File: src/rtl/arm_fetch_unit_if.sv
// Instruction memory fetch bus between the fetch unit (master) and instruction memory (slave).
interface arm_fetch_unit_if #(
   parameter int unsigned ADDR_W = 6
) ();
   logic              mem_req;
   logic [ADDR_W-1:0] mem_addr;
   logic              mem_ack;
   logic [31:0]       mem_rdata;

   modport master (output mem_req, output mem_addr, input mem_ack, input mem_rdata);
   modport slave  (input mem_req, input mem_addr, output mem_ack, output mem_rdata);
endinterface

File: src/rtl/arm_fetch_unit.sv
// ARM instruction fetch stage: prefetch queue over a variable-latency memory,
// IR load on Write_IR, condition-field evaluation against NZCV, and fetch redirect.
module arm_fetch_unit #(
   parameter int unsigned ADDR_W = 6,
   parameter int unsigned QDEPTH = 2
) (
   input  logic                 clk,
   input  logic                 Rst,
   arm_fetch_unit_if.master     mem,
   input  logic                 Write_IR,
   input  logic [3:0]           NZCV,
   input  logic                 flush,
   input  logic [ADDR_W-1:0]    flush_addr,
   output logic [31:0]          IR,
   output logic [ADDR_W-1:0]    Inst_addr,
   output logic                 IR_valid,
   output logic                 flag,
   output logic                 stall
);
   localparam int unsigned PTR_W = $clog2(QDEPTH);
   localparam int unsigned CNT_W = PTR_W + 1;
   localparam logic [CNT_W-1:0] FULL_CNT = CNT_W'(QDEPTH);

   typedef struct packed {
      logic [ADDR_W-1:0] addr;
      logic [31:0]       data;
   } entry_t;

   typedef enum logic [1:0] {F_IDLE, F_REQ, F_FULL} state_t;

   state_t            state, state_next;
   entry_t            queue [QDEPTH];
   logic [PTR_W-1:0]  rd_ptr, wr_ptr;
   logic [CNT_W-1:0]  count, count_next;
   logic [ADDR_W-1:0] pc, redirect;
   logic              discard;
   logic              ack_now, pop, push;

   function automatic logic cond_pass(input logic [3:0] c, input logic [3:0] f);
      logic n, z, cf, v;
      {n, z, cf, v} = f;
      case (c)
         4'b0000: cond_pass = z;
         4'b0001: cond_pass = !z;
         4'b0010: cond_pass = cf;
         4'b0011: cond_pass = !cf;
         4'b0100: cond_pass = n;
         4'b0101: cond_pass = !n;
         4'b0110: cond_pass = v;
         4'b0111: cond_pass = !v;
         4'b1000: cond_pass = cf & !z;
         4'b1001: cond_pass = !cf | z;
         4'b1010: cond_pass = (n == v);
         4'b1011: cond_pass = (n != v);
         4'b1100: cond_pass = !z & (n == v);
         4'b1101: cond_pass = z | (n != v);
         4'b1110: cond_pass = 1'b1;
         default: cond_pass = 1'b0;
      endcase
   endfunction

   // Queue handshake; a same-cycle ack never bypasses into IR
   always_comb begin
      ack_now    = (state == F_REQ) && mem.mem_ack;
      pop        = Write_IR && (count != '0) && !flush;
      push       = ack_now && !discard && !flush && ((count < FULL_CNT) || pop);
      count_next = flush ? '0 : CNT_W'(count + CNT_W'(push) - CNT_W'(pop));
   end

   always_ff @(posedge clk or posedge Rst) begin
      if (Rst) state <= F_IDLE;
      else     state <= state_next;
   end

   always_comb begin
      state_next = state;
      case (state)
         F_IDLE: state_next = F_REQ;
         F_REQ:  if (ack_now && (count_next == FULL_CNT)) state_next = F_FULL;
         F_FULL: if (count_next != FULL_CNT) state_next = F_REQ;
         default: state_next = F_IDLE;
      endcase
   end

   always_comb begin
      mem.mem_req = 1'b0;
      if (state == F_REQ) mem.mem_req = 1'b1;
   end

   assign mem.mem_addr = pc;
   assign flag         = IR_valid & cond_pass(IR[31:28], NZCV);
   assign stall        = Write_IR & (count == '0);

   always_ff @(posedge clk) begin
      if (push) queue[wr_ptr] <= '{addr: pc, data: mem.mem_rdata};
   end

   // A flush during an unacknowledged request keeps mem_addr stable and parks the target
   always_ff @(posedge clk or posedge Rst) begin
      if (Rst) begin
         rd_ptr    <= '0;
         wr_ptr    <= '0;
         count     <= '0;
         pc        <= '0;
         redirect  <= '0;
         discard   <= 1'b0;
         IR        <= '0;
         Inst_addr <= '0;
         IR_valid  <= 1'b0;
      end else if (flush) begin
         rd_ptr   <= '0;
         wr_ptr   <= '0;
         count    <= '0;
         IR_valid <= 1'b0;
         if ((state == F_REQ) && !mem.mem_ack) begin
            discard  <= 1'b1;
            redirect <= flush_addr;
         end else begin
            discard <= 1'b0;
            pc      <= flush_addr;
         end
      end else begin
         count <= count_next;
         if (pop) begin
            IR        <= queue[rd_ptr].data;
            Inst_addr <= queue[rd_ptr].addr;
            IR_valid  <= 1'b1;
            rd_ptr    <= PTR_W'(rd_ptr + 1'b1);
         end
         if (push) wr_ptr <= PTR_W'(wr_ptr + 1'b1);
         if (ack_now) begin
            if (discard) begin
               pc      <= redirect;
               discard <= 1'b0;
            end else begin
               pc <= ADDR_W'(pc + 1'b1);
            end
         end
      end
   end
endmodule

File: src/flat_wrapper.sv
// flat-port wrapper written by rule: the top's interface ports become plain ports
module arm_fetch_unit_flat 
#(
   parameter int unsigned ADDR_W = 6,
   parameter int unsigned QDEPTH = 2
)
  (clk, Rst, Write_IR, NZCV, flush, flush_addr, IR, Inst_addr, IR_valid, flag, stall, mem_mem_req, mem_mem_addr, mem_mem_ack, mem_mem_rdata);
  arm_fetch_unit_if #(.ADDR_W(ADDR_W)) mem_i ();
  input  logic clk;
  input  logic Rst;
  input  logic Write_IR;
  input  logic [3:0] NZCV;
  input  logic flush;
  input  logic [ADDR_W-1:0] flush_addr;
  output logic [31:0] IR;
  output logic [ADDR_W-1:0] Inst_addr;
  output logic IR_valid;
  output logic flag;
  output logic stall;
  output wire logic [$bits(mem_i.mem_req)-1:0] mem_mem_req;
  output wire logic [$bits(mem_i.mem_addr)-1:0] mem_mem_addr;
  input wire logic [$bits(mem_i.mem_ack)-1:0] mem_mem_ack;
  input wire logic [$bits(mem_i.mem_rdata)-1:0] mem_mem_rdata;
  assign mem_mem_req = mem_i.mem_req;
  assign mem_mem_addr = mem_i.mem_addr;
  assign mem_i.mem_ack = mem_mem_ack;
  assign mem_i.mem_rdata = mem_mem_rdata;
  arm_fetch_unit #(.ADDR_W(ADDR_W), .QDEPTH(QDEPTH)) u_core (.clk(clk), .Rst(Rst), .mem(mem_i), .Write_IR(Write_IR), .NZCV(NZCV), .flush(flush), .flush_addr(flush_addr), .IR(IR), .Inst_addr(Inst_addr), .IR_valid(IR_valid), .flag(flag), .stall(stall));
endmodule
File: config.mk
export PLATFORM = sky130hd
export DESIGN_NAME = arm_fetch_unit_flat
export DESIGN_NICKNAME = d
export VERILOG_FILES = /design/src/rtl/arm_fetch_unit_if.sv /design/src/rtl/arm_fetch_unit.sv /design/src/flat_wrapper.sv
export SDC_FILE = /design/constraint.sdc
export NUM_CORES = 1
export LEC_CHECK = 0
export BUFFER_PORTS_ARGS = -buffer_cell sky130_fd_sc_hd__clkbuf_2
export CAP_MARGIN = 20
export CORE_MARGIN = 1
export CORE_UTILIZATION = 40
export DETAILED_ROUTE_END_ITERATION = 8
export REMOVE_ABC_BUFFERS = 1
export SYNTH_ARGS = -nofsm -noshare
export SYNTH_HDL_FRONTEND = slang
export SYNTH_SLANG_ARGS = --single-unit
export TNS_END_PERCENT = 5
File: constraint.sdc
create_clock -name clk -period 4.1 [get_ports clk]
set_input_delay 0.205 -clock clk [delete_from_list [all_inputs] [get_ports clk]]
set_output_delay 0.205 -clock clk [all_outputs]
set_load 0.05 [all_outputs]
## Word level (Yosys, flattened, before mapping)

Memory sizes are Yosys's and may differ from the RTL's. A register that Yosys moved wholly into a read port is not among the register bits.
Cells that the tools add are included.

| storage, ports and cells | value |
|---|---|
| flip-flop bits (word level) | 20 |
| memory bits (writable) | 76 |
| input port bits | 47 |
| output and inout port bits | 48 |
| word-level logic and storage cells | 94 |
| memories | 1 |

Memory list:

| memory | words | width | rd ports | clocked after Yosys merged registers in | write ports | line | text |
|---|---|---|---|---|---|---|---|
| u_core.queue | 2 | 38 | 1 | 1 | 1 | arm_fetch_unit.sv:32 | `entry_t queue [QDEPTH];` |

| operators by class | value |
|---|---|
| add/subtract/negate cells | 5 |
| $lt $le $gt $ge | 1 |
| equal/unequal tests | 23 |
| muxes and demuxes | 22 |
| bitwise logic cells | 7 |
| reduce and logical (&&, ||, !) cells | 27 |

Operators by type and width:

| kind | number |
|---|---|
| $eq A4 B4 Y1 const B | 7 |
| $mux W6 | 4 |
| $eq A4 B3 Y1 const B | 4 |
| $pmux W1 S15 | 1 |
| $mux W1 | 12 |
| $eq A4 B2 Y1 const B | 2 |
| $logic_and A1 B1 Y1 | 8 |
| $mux W2 | 4 |
| $reduce_and A2 Y1 | 4 |
| $reduce_bool A2 Y1 | 4 |
| $logic_not A1 Y1 | 7 |
| $add A6 B1 Y6 const B | 1 |
| $ne A2 B2 Y1 const B | 3 |
| $pmux W2 S3 | 1 |
| $and A1 B1 Y1 | 4 |
| $eq A2 B2 Y1 const B | 2 |
| $eq A4 B1 Y1 const B | 1 |
| $logic_not A2 Y1 | 2 |
| $logic_not A4 Y1 | 1 |
| $add A1 B1 Y1 const B | 2 |
| $add A2 B1 Y2 | 1 |
| $eq A2 B1 Y1 const B | 1 |
| $lt A2 B2 Y1 const B | 1 |
| $ne A2 B1 Y1 const B | 1 |
| 6 further kinds | 7 |

## Longest topological paths before layout

Gate-level depths: netlist of the first run.

| logic depth | value |
|---|---|
| word-level depth | 12 |
| depth in mapped cells | 12 |

## Least setup slack after synthesis of the first run

OpenSTA, ideal clock, no wires.

| timing path | value |
|---|---|
| path type | register to register |
| start | reg u_core.state[1] |
| end | mem u_core.queue[0][0] in the netlist's numbering, enable pin |
| arrival time | 2902 ps |
| data required time | 3667 ps |
| slack | 764 ps |
| cell stages (with the launch flop) | 4 |
| period minus slack after synthesis | 3336 ps |
| path through | dfrtp_1 and2b_1 o2111ai_1 nor2_1 |

| between the ends | value |
|---|---|
| word-level cells in the longest chain between the ends | 7 |

Ends and longest elaborated chain:

| element | line | text |
|---|---|---|
| from (decl) | arm_fetch_unit.sv:31 | `state_t state, state_next;` |
| from (signal assigned) | arm_fetch_unit.sv:72 | `else state <= state_next;` |
| $eq A2 B1 Y1 | arm_fetch_unit.sv:64 | `ack_now = (state == F_REQ) && mem.mem_ack;` |
| $logic_and A1 B1 Y1 | arm_fetch_unit.sv:64 |  |
| $logic_and A1 B1 Y1 (3 in a row) | arm_fetch_unit.sv:66 | `push = ack_now && !discard && !flush && ((count < FULL_CNT) \|\| pop);` |
| $mux W1 | arm_fetch_unit.sv:95 | `if (push) queue[wr_ptr] <= '{addr: pc, data: mem.mem_rdata};` |
| $mux W1 (implied by the code) | arm_fetch_unit.sv:95 |  |
| to (decl) | arm_fetch_unit.sv:32 |  |

Every way passes these cells.

## Worst setup path in the final report of the first run

| timing path | value |
|---|---|
| start | reg u_core.IR[28], read port of u_core.queue |
| end | out flag |

| between the ends | value |
|---|---|
| word-level cells in the longest chain between the ends | 3 |
| elaborated cells on any way between the ends | 17 |
| classes of those cells | eq/ne: 14; mux: 1; bitwise: 1; reduce/logical: 1 |

Ends and longest elaborated chain:

| element | line | text |
|---|---|---|
| from (decl) | arm_fetch_unit.sv:14 | `output logic [31:0] IR,` |
| $eq A4 B4 Y1 (tied with other cells) | arm_fetch_unit.sv:42 | `case (c)` |
| $pmux W1 S15 * | arm_fetch_unit.sv:42 |  |
| $and A1 B1 Y1 * | arm_fetch_unit.sv:91 | `assign flag = IR_valid & cond_pass(IR[31:28], NZCV);` |
| to (decl) | flat_wrapper.sv:18 | `output logic flag;` |

Mark *: on every way between the ends. The rest lies on a longest branch, timed or not.

==> summary.md, run 1 <==
| Metric | Value |
|---|---|
| HPWL Detailed | 6.35 mm |
| Gr usage total | 0.160 |
| Fmax | 405 MHz |
| Hold WC Path Type | primary input to asynchronous set/reset pin |
| Final period util | 0.602 |
| CP Capture Type | output port |
| Top FF cell, synth | edfxtp_1 |
| Synth cell types | 45 |
| NumNets Final | 566 |
| Initial Util | 0.414 |
| Largest area contributor in the netlist | edfxtp_1 |
| Vias in the first global route | 3277 |
| Number of remaining DRC errors | 0 |
| Post-layout minimum cycle time | 2.47 ns |
| MaxCap Viol Count | 0 |
| RSZ-0062 raised after global routing | false |
| PwrDens | 755 mW/mm^2 |
| Vias/cell | 4.74 |
| Area of the mapped netlist | 0.00528 sq mm |
| CORE AREA | 0.0128 sq mm |
| Clock sinks | 134 |
| Worst-Skew Late Latency | 0.41 ns |
| Largest net degree at the start of global routing | 77 |
| CTS tree | built |
| Number of enable flip-flop cells after synthesis | 76 |
| N_diodes | 0 |
| Setup WS post-layout | 1.63 ns |
| Slew Limit Headroom | 0.448 |
| Worst Path Max Fanout | 13 |
| CP Buf/Inv Count | 1 |
| Crit path DAT | 2.27 ns |
| Family with the most delay on the worst path | simple AND/OR/NAND/NOR gates |
| Critical Path, Cell by Cell | or4b_1 > a31oi_1 > o21a_1 > o311a_1 > clkbuf_2 |
| Area share of the largest cell type after synthesis | 0.432 |
| # rows | 41 |
| Synth Area per Inst | 13.7 sq um |
| Via count | 3322 |
| Clock skew | 0.00716 ns |
| Largest stage delay, worst path | 0.56 ns |
| Synth-to-Final Area Change | 30.6% |
| Final setup vio count | 0 |
| Die X | 117 um |
| Buffers on Ports | 94 |
| CTS buffer count | 17 |
| Final Core Density | 0.540 |
| Startpoint types | flop |
| Failing checks | negative hold slack |
| Fin Setup TNS | 0 ns |
| Overflow after GRT | 0 |
| Worst setup slack after placement | 1.67 ns |
| CTS HTree Levels | 4 |
| Critical path class | flop to output port |
| Synth area leaders | edfxtp_1 43%, dfrtp_1 27%, mux2i_1 8.1%, o21ai_0 4.1%, nand2_1 3.8% |
| Total die area | 0.0137 sq mm |
| Max Slew Vio Count | 0 |
| Slowest CP cell | or4b_1 |
| Seq/Total Area, Yosys | 0.707 |
| Final Hold Violating Endpoints | 6 |
| Yosys reg bits | 134 |
| DRT Wirelength | 9.89 mm |
| Req. time, crit path | 3.89 ns |
| Post-CTS Setup Bufs | 0 |
| Leakage | 0.00283 uW |
| Layout cell share with drive strength beyond 1 | 0.265 |
| R2R Setup Slk | 1.91 ns |
| Warnings from Yosys | 0 |
| Root Buffer | clkbuf_16 |
| Final Wtd Congestion | 0.801 |
| WL per Instance | 14.1 um |
| Die H | 117 um |
| First-pass GRT wire length | 16.1 mm |
| CTS Buffer Depth | 2 |
| Ys async rst share | 0.433 |
| Reg clk slew, reported paths | 0.06 ns |
| Slew @ Worst Pin | 0.828 ns |
| Hold Worst Slack | -0.00198 ns |
| Max VDD drop | 471 uV |
| IO Count | 95 |
| Outcome | finished with violations |
| Initial antenna violation count | 0 |
| TritonRoute pass-1 iters | 4 |
| Mapped Cells | 387 |
| Iteration-0 DRC Markers | 105 |
| Post-route ant nets | 0 |
-- placed cells by master, fill, tap and decap left out, types with 5 or more instances in the layout --
master         synthesis  layout
clkbuf_2               0      94
clkbuf_16              0      17
mux2i_1               43      43
nand2_1               53      53
dlygate4sd3_1          0      31
o21ai_0               43      43
a21oi_1                7       7
nor2_1                13      11
edfxtp_1              76      76
inv_1                 14      13
o21ai_1                5       5
dfrtp_1               58      57
xnor2_1                7       7
-- layout make-up --
class,count,area [sq um]
clock buffers,17,425
well taps,172,215
flip-flops and latches,134,3730
clock inverters,15,199
inverters,15,56.3
repair buffers,130,851
fillers,1118,5870
multi-input cells,218,1420
-- sequential cells by signal, indices dropped and copies added, names as in the netlist --
register             count
u_core.rd_ptr            1
u_core.IR_valid          1
u_core.count             2
u_core.wr_ptr            1
u_core.state             2
u_core.mem.mem_addr      6
u_core.IR               32
u_core.queue            76
u_core.redirect          6
u_core.Inst_addr         6
u_core.discard           1
-- synth_stat cells (2+ instances only) --
master and number:
inv_1 14, clkbuf_1 7, nor2_1 13, o21ai_0 43
nand3_1 3, xor2_1 2, mux2i_1 43, nand4_1 2
nand2_1 53, xnor2_1 7, o31ai_1 2, a21oi_1 7
and3_1 3, edfxtp_1 76, mux2_1 3, ha_1 3
dfrtp_1 58, o21a_1 2, o21ai_1 5, a31oi_1 4
buf_2 11, nand2b_1 3
-- metrics by stage --
step	area, sq um	hold WS [ns]	instances	power (uW)
2_1_floorplan	5190	0.266	367	3220
3_3_place_gp	5920	0.398	636	3610
3_5_place_dp	5950	0.403	637	3650
4_1_cts	6850	0.00201	697	5260
5_1_grt	6900	0.00784	701	5500
6_report	6900	-0.00198	701	5210
-- what timing repair did --
item | in CTS | in global routing
resized for setup | 0 | 0
endpoints found under the hold margin | 55 | 5
hold buffers | 28 | 3
-- worst paths after layout --
kind / startpoint / end / cells past startpoint
setup / recovery: u_core.IR[28] / flag / 5
hold / removal: Rst / u_core.IR[5] / 3
setup reg to reg: u_core.discard / u_core.queue[1][2] / 4
hold reg to reg: u_core.IR[19] / u_core.IR[19] / 2
max in group asynchronous: Rst / u_core.rd_ptr / 3
min in group clk: flush_addr[4] / u_core.redirect[4] / 3
-- per-layer routing --
layer  GRT usage  share of wire  vias up
met5           0              0        -
met4      0.0582          0.012        0
met3      0.0556          0.056       11
met2       0.257           0.47       81
met1       0.200           0.47     1573
li1            -              -     1657
-- worst register-to-register path, stage by stage, from the launching register on --
cell,delay [ns]
dfrtp_1,0.49
nor2_1,0.19
o2111ai_1,0.33
nor2_4,0.64
buf_16,0.25
-- logic make-up after synthesis --
kind of cell | count (synthesis) | share of synthesized area
XOR/XNOR | 9 | 0.0149
flip-flops | 134 | 0.707
multiplexers | 47 | 0.0900
AND/OR/NAND/NOR | 87 | 0.0763
buffers and inverters | 35 | 0.0282
adder cells (fa/ha/maj) | 3 | 0.00710
AO/OA/AOI/OAI | 72 | 0.0770
-- where the power goes --
group / switching, uW / internal (uW)
registers: 256 / 1740
clock network: 558 / 1020
logic: 1180 / 452
Power figures use the tool's default switching activity.
==> run 2, diff against run 1 <==
ABC_AREA = 1   (was default)
clock period = 2.5 ns   (was 4.1 ns; I/O delays follow)
==> run 2 against run 1 <==
The run now ends clean. Register-to-register slack lost 1.3 ns. Die area grew 1.6%. Utilization grew 0.27 points. Wire length grew 11%. Synthesized cell count grew 20%. Count of clock-buffer cells in the layout grew 10. Setup slack lost 1.1 ns. First-iteration DRC count grew 46%. Largest power group unchanged.
==> summary.md, run 2 <==
| Metric | Value |
|---|---|
| Outcome | completed (was finished with violations) |
| Setup WS post-layout | 0.542 ns (was 1.63 ns) |
| Slew @ Worst Pin | 0.713 ns (was 0.828 ns) |
| Max reg flops | 76 (unchanged) |
| WL per Instance | 13.9 um (was 14.1 um) |
| CTS tree | built (unchanged) |
| Fmax | 511 MHz |
| CTS buffer count | 17 (unchanged) |
| IO Count | 95 (unchanged) |
| Buffers on Ports | 94 (unchanged) |
| Initial Util | 0.417 (was 0.414) |
| Req. time, crit path | 2.38 ns (was 3.89 ns) |
| Max VDD drop | 688 uV (was 471 uV) |
| Post-route cell area | 0.00699 sq mm (was 0.00690 sq mm) |
| Area of the mapped netlist | 0.00537 sq mm (was 0.00528 sq mm) |
| Yosys reg bits | 134 (unchanged) |
| Initial antenna violation count | 0 (unchanged) |
| Overflow after GRT | 0 (unchanged) |
| N_diodes | 0 (unchanged) |
| Final Wtd Congestion | 0.840 (was 0.801) |
| Top FF cell, synth | edfxtp_1 (unchanged) |
| NumNets Final | 657 (was 566) |
| First-pass GRT wire length | 18.2 mm (was 16.1 mm) |
| Layout cell share with drive strength beyond 1 | 0.231 (was 0.265) |
| RSZ-0062 raised after global routing | false (unchanged) |
| CORE AREA | 0.0129 sq mm (was 0.0128 sq mm) |
| Slew Limit Headroom | 0.525 (was 0.448) |
| CTS HTree Levels | 4 (unchanged) |
| Clock sinks | 134 (unchanged) |
| Final Core Density | 0.543 (was 0.540) |
| Largest area contributor in the netlist | edfxtp_1 (unchanged) |
| Top cells by count, synth | 83 x nor2_1, 76 x edfxtp_1, 58 x dfrtp_1, 55 x nand2_1, 47 x o21ai_0 (was 76 x edfxtp_1, 58 x dfrtp_1, 53 x nand2_1, 43 x mux2i_1, 43 x o21ai_0) |
| Startpoint types | flop (unchanged) |
| Iteration-0 DRC Markers | 153 (was 105) |
| DRT Wirelength | 11.0 mm (was 9.89 mm) |
| Crit path DAT | 1.83 ns (was 2.27 ns) |
| CTS Buffer Depth | 2 (unchanged) |
| Largest stage delay, worst path | 0.44 ns (was 0.56 ns) |
| Warnings from Yosys | 0 (unchanged) |
| CP Capture Type | output port (unchanged) |
| Critical path class | flop to output port (unchanged) |
| PwrDens | 1240 mW/mm^2 (was 755 mW/mm^2) |
| Mapped Cells | 463 (was 387) |
| Clock skew | 0.00557 ns (was 0.00716 ns) |
| HPWL Detailed | 7.09 mm (was 6.35 mm) |
| Final Hold Violating Endpoints | 0 (was 6) |
| Reg with most FFs | u_core.queue (unchanged) |
| Hold WC Path Type | primary input to flop (was primary input to asynchronous set/reset pin) |
| Commonest non-fill, non-tap cell in the layout | clkbuf_2 (unchanged) |
| Post-layout minimum cycle time | 1.96 ns |
| MaxCap Viol Count | 0 (unchanged) |
| Final period util | 0.783 |
| Top-count cell post-synth | nor2_1 (was edfxtp_1) |
| Root Buffer | clkbuf_16 (unchanged) |
| CP dominant cell by count | nand2_1 |
| Total die area | 0.0139 sq mm (was 0.0137 sq mm) |
| Final setup vio count | 0 (unchanged) |
| Die X | 118 um (was 117 um) |
| Post-route ant nets | 0 (unchanged) |
| Worst Path Max Fanout | 6 (was 13) |
| TritonRoute pass-1 iters | 4 (unchanged) |
| Synth cell types | 29 (was 45) |
| Vias/cell | 4.78 (was 4.74) |
| Area share of the largest cell type after synthesis | 0.425 (was 0.432) |
| Reg clk slew, reported paths | 0.05 ns (was 0.06 ns) |
| # rows | 41 (unchanged) |
| Leakage | 0.00296 uW (was 0.00283 uW) |
| Ys async rst share | 0.433 (unchanged) |
| Largest regs | u_core.queue: 76 flops, u_core.IR: 32 flops (unchanged) |
| Synth area leaders | edfxtp_1 42%, dfrtp_1 27%, nor2_1 5.8%, o21a_1 4.8%, o21ai_0 4.4% (was edfxtp_1 43%, dfrtp_1 27%, mux2i_1 8.1%, o21ai_0 4.1%, nand2_1 3.8%) |
| Slowest CP cell | dfrtp_1 (was or4b_1) |
| Via count | 3780 (was 3322) |
| Die H | 118 um (was 117 um) |
| Gr usage total | 0.170 (was 0.160) |
| Number of remaining DRC errors | 0 (unchanged) |
| Most frequent cells in the layout | 94 x clkbuf_2, 81 x nor2_1, 76 x edfxtp_1, 58 x dfrtp_1, 55 x nand2_1 (was 94 x clkbuf_2, 76 x edfxtp_1, 57 x dfrtp_1, 53 x nand2_1) |
| Worst-Skew Late Latency | 0.41 ns (about the same) |
| Number of enable flip-flop cells after synthesis | 76 (unchanged) |
| Seq/Total Area, Yosys | 0.695 (was 0.707) |
| Worst setup slack after placement | 0.605 ns (was 1.67 ns) |
| Synth-to-Final Area Change | 30.2% (was 30.6%) |
| Vias in the first global route | 3812 (was 3277) |
| Synth Area per Inst | 11.6 sq um (was 13.7 sq um) |
| Placed cell area | 0.00604 sq mm (was 0.00595 sq mm) |
| Largest net degree at the start of global routing | 77 (unchanged) |
| Critical Path, Cell by Cell | nor2_1 > nand2_1 > nand2_1 > inv_1 > nand2_1 > nand2_1 > nand2_1 > nor2_1 > a21oi_1 > clkbuf_2 (was or4b_1 > a31oi_1 > o21a_1 > o311a_1 > clkbuf_2) |
| Max Slew Vio Count | 0 (unchanged) |
## run 2: changes by cell type in the layout (fill, tap and decap cells not counted), sizes merged, moves of 5 or more
cell,previous run,this run
inv,19,33
dlygate4sd3,31,39
a21oi,7,13
clkbuf,111,121
nor2,13,85
o211ai,0,6
nand3,3,13
xnor2,7,2
buf,5,10
mux2i,43,0
o21a,2,34
## run 2: cell type report
class                   instances  area (sq um)
well taps                     172           215
flip-flops and latches        134          3730
fillers                      1116          5890
multi-input cells             278          1420
repair buffers                143           936
clock buffers                  27           493
clock inverters                 4          70.1
inverters                      33           124
## run 2: critical path: cells and delay by family (launching register included)
kind            cells  cell delay [ns]
compound gates      1             0.11
buf+inv             2             0.33
flops               1             0.44
simple gates        7             0.56
## run 2: what timing repair did
item	in CTS	in global routing
gates resized for setup	0	0
buffers inserted	0	0
endpoints found under the hold margin	82	0
hold buffers	39	0
## run 2: per-stage QoR
stage          hold slack, ns  power [uW]  cells  setup TNS, ns
3_5_place_dp           0.0865        6350    721              0
3_3_place_gp           0.0771        6300    721              0
6_report                0.127        8690    791              0
5_1_grt                 0.134        9150    791              0
4_1_cts                 0.109        8780    791              0
2_1_floorplan           0.188        5530    445         -68.83
## run 2: routing by layer
metal  track usage  vias to the layer above  wire length [um]
met5             0                        -                 0
met4        0.0673                        0               189
met3        0.0533                       21               489
met2         0.282                       95              5440
met1         0.206                     1800              4890
li1              -                     1864                 -
## run 2: cell families (layout without fill, tap and decap cells)
| kind of cell | after synthesis | in the layout | share of synthesized area |
|---|---|---|---|
| fa+ha+maj | 3 | 3 | 0.00699 |
| xor+xnor | 5 | 5 | 0.00816 |
| compound gates | 107 | 107 | 0.120 |
| buf+inv | 51 | 207 | 0.0433 |
| mux | 3 | 3 | 0.00629 |
| flops | 134 | 134 | 0.695 |
| simple gates | 160 | 160 | 0.120 |
## run 2: path summary, 6_finish.rpt
check | from | end | slack (ns) | cells after the start
worst min-delay path | mem_mem_ack | u_core.state[1] | 0.13 | 5
max in group asynchronous | Rst | u_core.redirect[4] | 1.62 | 4
worst max register to register | u_core.count[1] | u_core.Inst_addr[2] | 0.61 | 7
min in group asynchronous | Rst | u_core.IR[7] | 0.22 | 3
worst min register to register | u_core.IR[10] | u_core.IR[10] | 0.48 | 1
worst max-delay path | u_core.IR[30] | flag | 0.54 | 10
## run 2: where the power goes
group          total [uW]  leakage (uW)  internal (uW)  switching [uW]
clock                2360      0.000275           1540             823
combinational        3050       0.00131            817            2230
sequential           3280       0.00137           2910             371
total                8690       0.00296           5270            3420
